`config.mk`:
```
export PLATFORM = sky130hd
export DESIGN_NAME = usb_tx_buffer_flat
export DESIGN_NICKNAME = d
export VERILOG_FILES = /design/src/rtl/usb_pkg.sv /design/src/rtl/usb_tx_buffer_if.sv /design/src/rtl/usb_tx_buf_mem.sv /design/src/rtl/usb_tx_buffer.sv /design/src/flat_wrapper.sv
export SDC_FILE = /design/constraint.sdc
export NUM_CORES = 1
export LEC_CHECK = 0
export CAP_MARGIN = 20
export CORE_ASPECT_RATIO = 1.2
export CORE_UTILIZATION = 60
export CTS_BUF_LIST = sky130_fd_sc_hd__clkbuf_8
export CTS_CLUSTER_DIAMETER = 150
export CTS_CLUSTER_SIZE = 24
export DETAILED_ROUTE_END_ITERATION = 8
export DONT_BUFFER_PORTS = 1
export GPL_TIMING_DRIVEN = 0
export MAX_ROUTING_LAYER = met4
export PLACE_DENSITY = 0.76
export SLEW_MARGIN = 20
export SYNTH_ARGS = -nofsm -noshare
export SYNTH_HDL_FRONTEND = slang
export SYNTH_HIERARCHICAL = 1
export SYNTH_SLANG_ARGS = --single-unit
```
`constraint.sdc`:
```
create_clock -name clk -period 7.45 [get_ports clk]
set_input_delay 1.49 -clock clk [delete_from_list [all_inputs] [get_ports clk]]
set_output_delay 1.49 -clock clk [all_outputs]
set_load 0.005 [all_outputs]
```
`src/rtl/usb_pkg.sv`:
```
// Shared widths, depth and data types for the USB transmit path.
package usb_pkg;

    localparam int unsigned BYTE_W = 8;
    localparam int unsigned DEPTH  = 64;
    localparam int unsigned SIZE_W = 7;

    typedef logic [BYTE_W-1:0] byte_t;
    typedef logic [SIZE_W-1:0] size_t;

endpackage

```
`src/rtl/usb_tx_buffer_if.sv`:
```
// Host-side write / usb_tx-side read bundle for the transmit byte buffer.
interface usb_tx_buffer_if;
    import usb_pkg::*;

    logic  store_tx_data;
    byte_t tx_data;
    logic  flush;
    logic  get_tx_packet;
    byte_t tx_packet_data;
    size_t tx_packet_data_size;
    logic  buffer_full;
    logic  buffer_empty;
    logic  overflow_err;
    logic  underflow_err;

    modport master (
        output store_tx_data, tx_data, flush, get_tx_packet,
        input  tx_packet_data, tx_packet_data_size, buffer_full, buffer_empty,
               overflow_err, underflow_err
    );

    modport slave (
        input  store_tx_data, tx_data, flush, get_tx_packet,
        output tx_packet_data, tx_packet_data_size, buffer_full, buffer_empty,
               overflow_err, underflow_err
    );

endinterface

```
`src/rtl/usb_tx_buf_mem.sv`:
```
// DEPTH x 8 register file: synchronous write, asynchronous read, never reset.
module usb_tx_buf_mem
    import usb_pkg::*;
#(
    parameter int unsigned DEPTH = usb_pkg::DEPTH
) (
    input  logic                     clk,
    input  logic                     we,
    input  logic [$clog2(DEPTH)-1:0] waddr,
    input  byte_t                    wdata,
    input  logic [$clog2(DEPTH)-1:0] raddr,
    output byte_t                    rdata
);

    byte_t mem [DEPTH];

    always_ff @(posedge clk) begin
        if (we) begin
            mem[waddr] <= wdata;
        end
    end

    assign rdata = mem[raddr];

endmodule

```
`src/rtl/usb_tx_buffer.sv`:
```
// Circular show-ahead byte FIFO between the protocol controller and usb_tx,
// with occupancy reporting and sticky overflow/underflow flags.
module usb_tx_buffer
    import usb_pkg::*;
#(
    parameter int unsigned DEPTH = usb_pkg::DEPTH
) (
    input  logic           clk,
    input  logic           rst,
    usb_tx_buffer_if.slave bus
);

    localparam int unsigned PTR_W = $clog2(DEPTH);

    logic [PTR_W-1:0] wr_ptr;
    logic [PTR_W-1:0] rd_ptr;
    size_t            count;
    logic             overflow_q;
    logic             underflow_q;

    logic  full_c;
    logic  empty_c;
    logic  wr_acc_c;
    logic  rd_acc_c;
    logic  mem_we_c;
    byte_t mem_rd_c;

    assign full_c   = (count == SIZE_W'(DEPTH));
    assign empty_c  = (count == '0);
    assign rd_acc_c = bus.get_tx_packet && !empty_c;
    // A read in the same cycle frees the slot, so a full buffer still takes the write.
    assign wr_acc_c = bus.store_tx_data && (!full_c || bus.get_tx_packet);
    assign mem_we_c = wr_acc_c && !rst && !bus.flush;

    usb_tx_buf_mem #(.DEPTH(DEPTH)) u_mem (
        .clk   (clk),
        .we    (mem_we_c),
        .waddr (wr_ptr),
        .wdata (bus.tx_data),
        .raddr (rd_ptr),
        .rdata (mem_rd_c)
    );

    // Pointer, occupancy and sticky error state; rst beats flush beats traffic.
    always_ff @(posedge clk) begin
        if (rst || bus.flush) begin
            wr_ptr      <= '0;
            rd_ptr      <= '0;
            count       <= '0;
            overflow_q  <= 1'b0;
            underflow_q <= 1'b0;
        end else begin
            if (wr_acc_c) begin
                wr_ptr <= wr_ptr + PTR_W'(1);
            end
            if (rd_acc_c) begin
                rd_ptr <= rd_ptr + PTR_W'(1);
            end
            case ({wr_acc_c, rd_acc_c})
                2'b10:   count <= count + SIZE_W'(1);
                2'b01:   count <= count - SIZE_W'(1);
                default: count <= count;
            endcase
            if (bus.store_tx_data && full_c && !bus.get_tx_packet) begin
                overflow_q <= 1'b1;
            end
            if (bus.get_tx_packet && empty_c) begin
                underflow_q <= 1'b1;
            end
        end
    end

    assign bus.tx_packet_data      = empty_c ? '0 : mem_rd_c;
    assign bus.tx_packet_data_size = count;
    assign bus.buffer_full         = full_c;
    assign bus.buffer_empty        = empty_c;
    assign bus.overflow_err        = overflow_q;
    assign bus.underflow_err       = underflow_q;

endmodule

```
`src/flat_wrapper.sv`:
```
// flat-port wrapper written by rule: the top's interface ports become plain ports
module usb_tx_buffer_flat import usb_pkg::*;
#(
    parameter int unsigned DEPTH = usb_pkg::DEPTH
)
  (clk, rst, bus_store_tx_data, bus_tx_data, bus_flush, bus_get_tx_packet, bus_tx_packet_data, bus_tx_packet_data_size, bus_buffer_full, bus_buffer_empty, bus_overflow_err, bus_underflow_err);
  usb_tx_buffer_if bus_i ();
  input  logic clk;
  input  logic rst;
  input wire logic [$bits(bus_i.store_tx_data)-1:0] bus_store_tx_data;
  input wire logic [$bits(bus_i.tx_data)-1:0] bus_tx_data;
  input wire logic [$bits(bus_i.flush)-1:0] bus_flush;
  input wire logic [$bits(bus_i.get_tx_packet)-1:0] bus_get_tx_packet;
  output wire logic [$bits(bus_i.tx_packet_data)-1:0] bus_tx_packet_data;
  output wire logic [$bits(bus_i.tx_packet_data_size)-1:0] bus_tx_packet_data_size;
  output wire logic [$bits(bus_i.buffer_full)-1:0] bus_buffer_full;
  output wire logic [$bits(bus_i.buffer_empty)-1:0] bus_buffer_empty;
  output wire logic [$bits(bus_i.overflow_err)-1:0] bus_overflow_err;
  output wire logic [$bits(bus_i.underflow_err)-1:0] bus_underflow_err;
  assign bus_i.store_tx_data = bus_store_tx_data;
  assign bus_i.tx_data = bus_tx_data;
  assign bus_i.flush = bus_flush;
  assign bus_i.get_tx_packet = bus_get_tx_packet;
  assign bus_tx_packet_data = bus_i.tx_packet_data;
  assign bus_tx_packet_data_size = bus_i.tx_packet_data_size;
  assign bus_buffer_full = bus_i.buffer_full;
  assign bus_buffer_empty = bus_i.buffer_empty;
  assign bus_overflow_err = bus_i.overflow_err;
  assign bus_underflow_err = bus_i.underflow_err;
  usb_tx_buffer #(.DEPTH(DEPTH)) u_core (.clk(clk), .rst(rst), .bus(bus_i));
endmodule
```
==> flow_metrics.env, run 1 <==
export IMPL_outcome="completed"
export IMPL_critical_path_class="flip-flop to output pin"
export IMPL_die_h_um=208
export IMPL_ys_types=64
export IMPL_reg2reg_depth=7
export IMPL_drive_gt1_share_pct=19.0
export IMPL_antenna_found_initial=2
export IMPL_dr_pass1_iters=7
export IMPL_layout_worst_path_cycle_share_pct=73.6
export IMPL_vias=10800
export IMPL_clockPowerShare_pct=25.7
export IMPL_arrival_ps=3990
export IMPL_rsz0062_at_grt="false"
export IMPL_setup_tns_final_ps=0
export IMPL_fmax_mhz=182
export IMPL_ant_nets=0
export IMPL_synth_edff_count=512
export IMPL_die_w_um=174
export IMPL_ys_ff_latch=533
export IMPL_grt_pass1_wl_mm=70.6
export IMPL_clkSinkCount=533
export IMPL_maxSlewHeadroom_pct=27.0
export IMPL_switching_share_pct=20.0
export IMPL_end_kind="output pin"
export IMPL_n_fill_cell=2357
export IMPL_core_area_mm2=0.0349
export IMPL_finalSetupViolCount=0
export IMPL_combPwrFrac_pct=2.9
export IMPL_hold_viol_final=0
export IMPL_yosys_warnings=6
export IMPL_p_switching_uw=920
export IMPL_crit_required_ps=5960
export IMPL_gp_congestion=0.929
export IMPL_synth_top_cell_area_share_pct=72.3
export IMPL_yosysMostFrequentCell="edfxtp_1"
export IMPL_cts_root_buf="clkbuf_8"
export IMPL_drc=0
export IMPL_clk_latency_ps=650
export IMPL_dpl_worst_slack_ps=2550
export IMPL_grt_max_degree=65
export IMPL_io_buffer_count=0
export IMPL_grt_usage_pct=28.3
export IMPL_h_tree_depth=1
export IMPL_period_minus_slack_ps=5480
export IMPL_die_area_mm2=0.0362
export IMPL_viasPerCell=6.85
export IMPL_drt_iter0_markers=1505
export IMPL_yosysSeqAreaShare_pct=74.3
export IMPL_ir_drop_v=0.000169
export IMPL_syn_area_mm2=0.0213
export IMPL_cap_violations=0
export IMPL_cellPowerDensity_mw_per_mm2=206
export IMPL_wire_per_inst_um=30.8
export IMPL_synth_common_cells="512 x edfxtp_1, 126 x mux4_2, 103 x nor2_1"
export IMPL_syn_nets=1097
export IMPL_rows=75
export IMPL_syn2layout_area_growth_pct=4.78
export IMPL_worst_pin_slew_ps=1090
export IMPL_cp_max_fo=10
export IMPL_cts_tree="done"
export IMPL_netlist_top_cells_area="edfxtp_1 72%, mux4_2 13%, dfxtp_1 2.0%"
export IMPL_cts_resized=0
export IMPL_hold_path_class="flip-flop to flip-flop"
export IMPL_synth_main_ff_cell="edfxtp_1"
export IMPL_startpoint_type="flip-flop"
export IMPL_numCtsBuffers=26
export IMPL_clockBufferDepth=3
export IMPL_overflow=0
export IMPL_finalClockSkew_ps=41.3
export IMPL_synthesis_area_per_instance_um2=19.8
export IMPL_p_int_uw=3680
export IMPL_synth_async_reset_ratio_pct=0
export IMPL_initial_utilization_pct=60.9
export IMPL_post_cts_buffers=0
export IMPL_fin_ws_ps=1970
export IMPL_synth_area_leader_cell="edfxtp_1"
export IMPL_syn_inst=1075
export IMPL_io_pins=32
export IMPL_layout_nets=1125
export IMPL_final_max_slew_viol_count=0
export IMPL_hold_buffers=0
export IMPL_seq_power_share_pct=71.4
export IMPL_leakage_uw=0.00651
export IMPL_grt_pass1_vias=10600
export IMPL_hold_depth=2
export IMPL_clk_pin_slew_worst_paths_ps=140
export IMPL_dp_final_hpwl_mm=30.9
export IMPL_drt_wl_total_mm=48.6
==> per-layer routing <==
metal	global-route usage, %	vias to the layer above	share of wire [%]
met3	2.98	106	9.9
met5	-	-	0
met2	43.5	620	48
met4	11.1	0	4.1
li1	-	4434	-
met1	39.7	5626	38
==> layout make-up <==
class / instances / area [um2] / area share (%)
sequential: 533 / 15800 / 70.9
tap: 462 / 578 / 2.59
clock buffer: 27 / 372 / 1.67
buffer: 55 / 333 / 1.49
multi-input combinational: 481 / 5130 / 23.0
inverter: 6 / 22.5 / 0.101
clock inverter: 10 / 53.8 / 0.241
antenna: 1 / 2.50 / 0.0112
==> critical path, cell delays in order, from the launching register on <==
cell	delay (ps)
dfxtp_1	420
buf_2	300
buf_2	370
buf_1	690
clkbuf_1	530
o221ai_1	220
o21ai_0	210
o311ai_1	190
nand2_1	100
nor2b_1	300
==> power groups by stage <==
stage / logic (uW) / clock network [uW] / registers (uW)
floorplan: 96.4 / 0 / 3350
global placement: 131 / 0 / 3350
detailed placement: 133 / 0 / 3350
CTS: 133 / 1190 / 3280
global route: 141 / 1280 / 3280
finish: 133 / 1180 / 3280
==> cell usage in the layout, fill, tap and decap left out, types with 5 or more instances in the layout <==
cell | netlist | final
nand2_1 | 26 | 26
mux4_2 | 126 | 126
dfxtp_1 | 21 | 21
clkbuf_1 | 20 | 20
buf_4 | 13 | 13
o21ai_0 | 5 | 5
a21oi_1 | 10 | 10
nand2b_1 | 7 | 7
clkbuf_8 | 0 | 27
mux2_2 | 13 | 13
ha_1 | 8 | 8
nor2_1 | 103 | 103
xor2_1 | 7 | 7
mux2i_1 | 26 | 26
edfxtp_1 | 512 | 512
buf_2 | 11 | 11
a221oi_1 | 6 | 6
o221ai_1 | 8 | 8
nand4_1 | 5 | 5
o22ai_1 | 8 | 8
nor3_1 | 10 | 8
inv_1 | 6 | 15
nand3_1 | 18 | 18
nor2b_1 | 24 | 24
==> logic make-up (layout without fill, tap and decap cells) <==
family	after synthesis	after routing	synth area share (%)
compound gates	83	83	3.09
xor+xnor	10	10	0.412
fa+ha+maj	9	9	0.565
buf+inv	61	98	1.67
flops	533	533	74.3
mux	165	165	15.3
other cells	0	1	0
simple gates	214	214	4.76
==> path summary, 6_finish.rpt <==
| kind | from | endpoint | slack (ps) |
|---|---|---|---|
| setup / recovery | u_core/rd_ptr[2]$_SDFFE_PP0P_ | bus_tx_packet_data[7] | 1970 |
| hold / removal | u_core/wr_ptr[1]$_SDFFE_PP0P_ | u_core/wr_ptr[1]$_SDFFE_PP0P_ | 530 |
| setup reg to reg | u_core/bus.tx_packet_data_size[6]$_SDFFE_PP0P_ | u_core/u_mem/mem[6][1]$_DFFE_PP_ | 3880 |
| hold reg to reg | u_core/wr_ptr[1]$_SDFFE_PP0P_ | u_core/wr_ptr[1]$_SDFFE_PP0P_ | 530 |
==> per-stage QoR <==
| step | instance area [um2] | cells | power, uW | utilization, % | hold WS (ps) |
|---|---|---|---|---|---|
| final | 22300 | 1575 | 4600 | 63.8 | 531 |
| after global routing | 22300 | 1575 | 4700 | 63.8 | 553 |
| after CTS | 22300 | 1574 | 4610 | 63.8 | 531 |
| after detailed placement | 21900 | 1537 | 3490 | 62.6 | 498 |
| after global placement | 21800 | 1537 | 3480 | 62.6 | 488 |
| after floorplan | 21300 | 1075 | 3450 | - | 460 |
==> registers in the layout, indices dropped and copies added, names as in the netlist <==
| register | count |
|---|---|
| u_core/u_mem/mem | 512 |
| u_core/bus.overflow_err | 1 |
| u_core/rd_ptr | 6 |
| u_core/bus.underflow_err | 1 |
| u_core/wr_ptr | 6 |
| u_core/bus.tx_packet_data_size | 7 |
No activity file was read; power rests on OpenSTA's default activity.
==> inputs of run 2 (changes only) <==
clock period = 5.31 ns   (was 7.45 ns; I/O delays follow)
==> results of run 2 <==
The final DEF is identical to that of run 1. Status: completed.
Main changes from that run: setup slack after placement 2550 ps -> 841 ps; setup slack after layout 1970 ps -> 254 ps; hold slack 531 ps -> 511 ps; register-to-register setup slack 3880 ps -> 1740 ps; end point of the worst hold path u_core/wr_ptr[1]$_SDFFE_PP0P_ -> u_core/u_mem/mem[42][4]$_DFFE_PP_; total power 4600 uW -> 6450 uW; worst IR drop on VDD 0.000169 V -> 0.000237 V
==> inputs of run 3 (changes only) <==
REMOVE_ABC_BUFFERS = 1   (was default)
==> run 3 against run 2 <==
  * Setup slack improved by 150 ps
  * First-iteration DRC count decreased by 31%
  * Non-clock buffer count decreased by 44
  * Die area unchanged
  * Largest power group unchanged
==> flow_metrics.env, run 3 (same netlist as run 1, synthesis figures left out) <==
export IMPL_end_kind="output pin"
export IMPL_grt_max_degree=65
export IMPL_fmax_mhz=204
export IMPL_grt_usage_pct=25.3
export IMPL_dp_final_hpwl_mm=26.7
export IMPL_final_max_slew_viol_count=0
export IMPL_critical_path_class="flip-flop to output pin"
export IMPL_hold_path_class="flip-flop to flip-flop"
export IMPL_die_w_um=174
export IMPL_antenna_found_initial=1
export IMPL_drc=0
export IMPL_clk_latency_ps=630
export IMPL_cts_tree="done"
export IMPL_layout_worst_path_cycle_share_pct=92.4
export IMPL_die_h_um=208
export IMPL_setup_tns_final_ps=0
export IMPL_drt_iter0_markers=1041
export IMPL_slowest_stage="mux4_2"
export IMPL_cp_max_fo=41
export IMPL_clkSinkCount=533
export IMPL_finalClockSkew_ps=37.0
export IMPL_dr_pass1_iters=6
export IMPL_leakage_uw=0.00641
export IMPL_path_cells="buf_16, buf_12, buf_16, mux4_2, mux2_2, o221a_2, nor3_1, o32ai_1, nor2b_1"
export IMPL_drt_wl_total_mm=43.2
export IMPL_arrival_ps=3840
export IMPL_crit_required_ps=4250
export IMPL_core_area_mm2=0.0349
export IMPL_cap_violations=0
export IMPL_cts_resized=0
export IMPL_largest_reg_flops=512
export IMPL_hold_depth=2
export IMPL_numCtsBuffers=26
export IMPL_mostFrequentLayoutCells="512 x edfxtp_1, 126 x mux4_2, 103 x nor2_1"
export IMPL_layout_nets=1081
export IMPL_cts_root_buf="clkbuf_8"
export IMPL_clk_pin_slew_worst_paths_ps=130
export IMPL_post_cts_buffers=1
export IMPL_wire_per_inst_um=28.2
export IMPL_vias=10200
export IMPL_rows=75
export IMPL_whs_endpoint="u_core/bus.underflow_err$_SDFFE_PP0P_"
export IMPL_hold_buffers=0
export IMPL_syn2layout_area_growth_pct=4.41
export IMPL_finalSetupViolCount=0
export IMPL_final_core_util_pct=63.6
export IMPL_gp_congestion=0.796
export IMPL_crit_path_max_incr_delay_ps=560
export IMPL_rsz0062_at_grt="false"
export IMPL_grt_pass1_vias=10300
export IMPL_cp_common_cell="buf_16"
export IMPL_outcome="completed"
export IMPL_reg2reg_from="u_core/bus.tx_packet_data_size[6]$_SDFFE_PP0P_"
export IMPL_maxSlewHeadroom_pct=33.1
export IMPL_ir_drop_v=0.000280
export IMPL_min_from="u_core/bus.underflow_err$_SDFFE_PP0P_"
export IMPL_final_common_cell="edfxtp_1"
export IMPL_io_buffer_count=0
export IMPL_overflow=0
export IMPL_grt_pass1_wl_mm=64.9
export IMPL_io_pins=32
export IMPL_initial_utilization_pct=60.9
export IMPL_hold_viol_final=0
export IMPL_ff2ff_setup_slack_ps=1970
export IMPL_die_area_mm2=0.0362
export IMPL_viasPerCell=6.66
export IMPL_worstReg2RegEnd="u_core/u_mem/mem[58][2]$_DFFE_PP_"
export IMPL_reg2reg_depth=6
export IMPL_cellPowerDensity_mw_per_mm2=289
export IMPL_h_tree_depth=1
export IMPL_regMostFlops="u_core/u_mem/mem"
export IMPL_drive_gt1_share_pct=18.3
export IMPL_worst_pin_slew_ps=1000
export IMPL_ant_nets=0
export IMPL_startpoint_type="flip-flop"
export IMPL_clockBufferDepth=3
export IMPL_period_minus_slack_ps=4910
-- run 3: power by group --
group | total, uW | switching, uW | internal (uW)
Clock | 1640 | 1160 | 480
Combinational | 174 | 94.8 | 79.2
Sequential | 4610 | 6.81 | 4600
-- run 3: how the worst max path moves through the flow --
stage / start / end / slack, ps / cells past startpoint
after floorplan: u_core/rd_ptr[0]$_SDFFE_PP0P_ / bus_tx_packet_data[4] / -2680 / 6
after global placement: u_core/rd_ptr[0]$_SDFFE_PP0P_ / bus_tx_packet_data[2] / -5600 / 5
after detailed placement: u_core/rd_ptr[0]$_SDFFE_PP0P_ / bus_tx_packet_data[2] / 660 / 10
after CTS: u_core/rd_ptr[0]$_SDFFE_PP0P_ / bus_tx_packet_data[2] / 70 / 10
after global routing: u_core/rd_ptr[0]$_SDFFE_PP0P_ / bus_tx_packet_data[2] / 190 / 10
final: u_core/rd_ptr[0]$_SDFFE_PP0P_ / bus_tx_packet_data[4] / 400 / 9
-- run 3: worst max-delay path: cells and delay by family, from the launching register on --
kind                   cells  cell delay [ps]
and+or+nand+nor            2              600
buffers and inverters      3              790
muxes                      2              870
DFF                        1              400
AOI/OAI and AO/OA          2              490
-- run 3: area by class of cell --
cell class                 instances  area (um2)
antenna                            1        2.50
clock buffer                      27         372
clock inverter                    11        57.6
fill                            2345       12700
inverter                           6        22.5
multi-input combinational        481        5130
sequential                       533       15800
tap                              462         578
timing repair buffer              11         233
-- run 3: per-layer routing --
| layer | global-route usage, % | wire length (um) | vias to the layer above |
|---|---|---|---|
| met2 | 41.4 | 22300 | 439 |
| met4 | 7.62 | 1330 | 0 |
| met1 | 33.5 | 16100 | 5333 |
| met3 | 3.75 | 3500 | 81 |
| li1 | - | - | 4348 |
| met5 | - | 0 | - |
-- run 3: metrics by stage --
stage          power [uW]  hold slack (ps)  instance area, um2  cells  setup WS, ps
2_1_floorplan        4840              460               20900   1020         -2680
3_3_place_gp         4890              486               21500   1482         -5600
3_5_place_dp         4870              493               21700   1490           656
4_1_cts              6450              495               22200   1529          67.7
5_1_grt              6580              490               22200   1532           192
6_report             6420              519               22200   1532           404
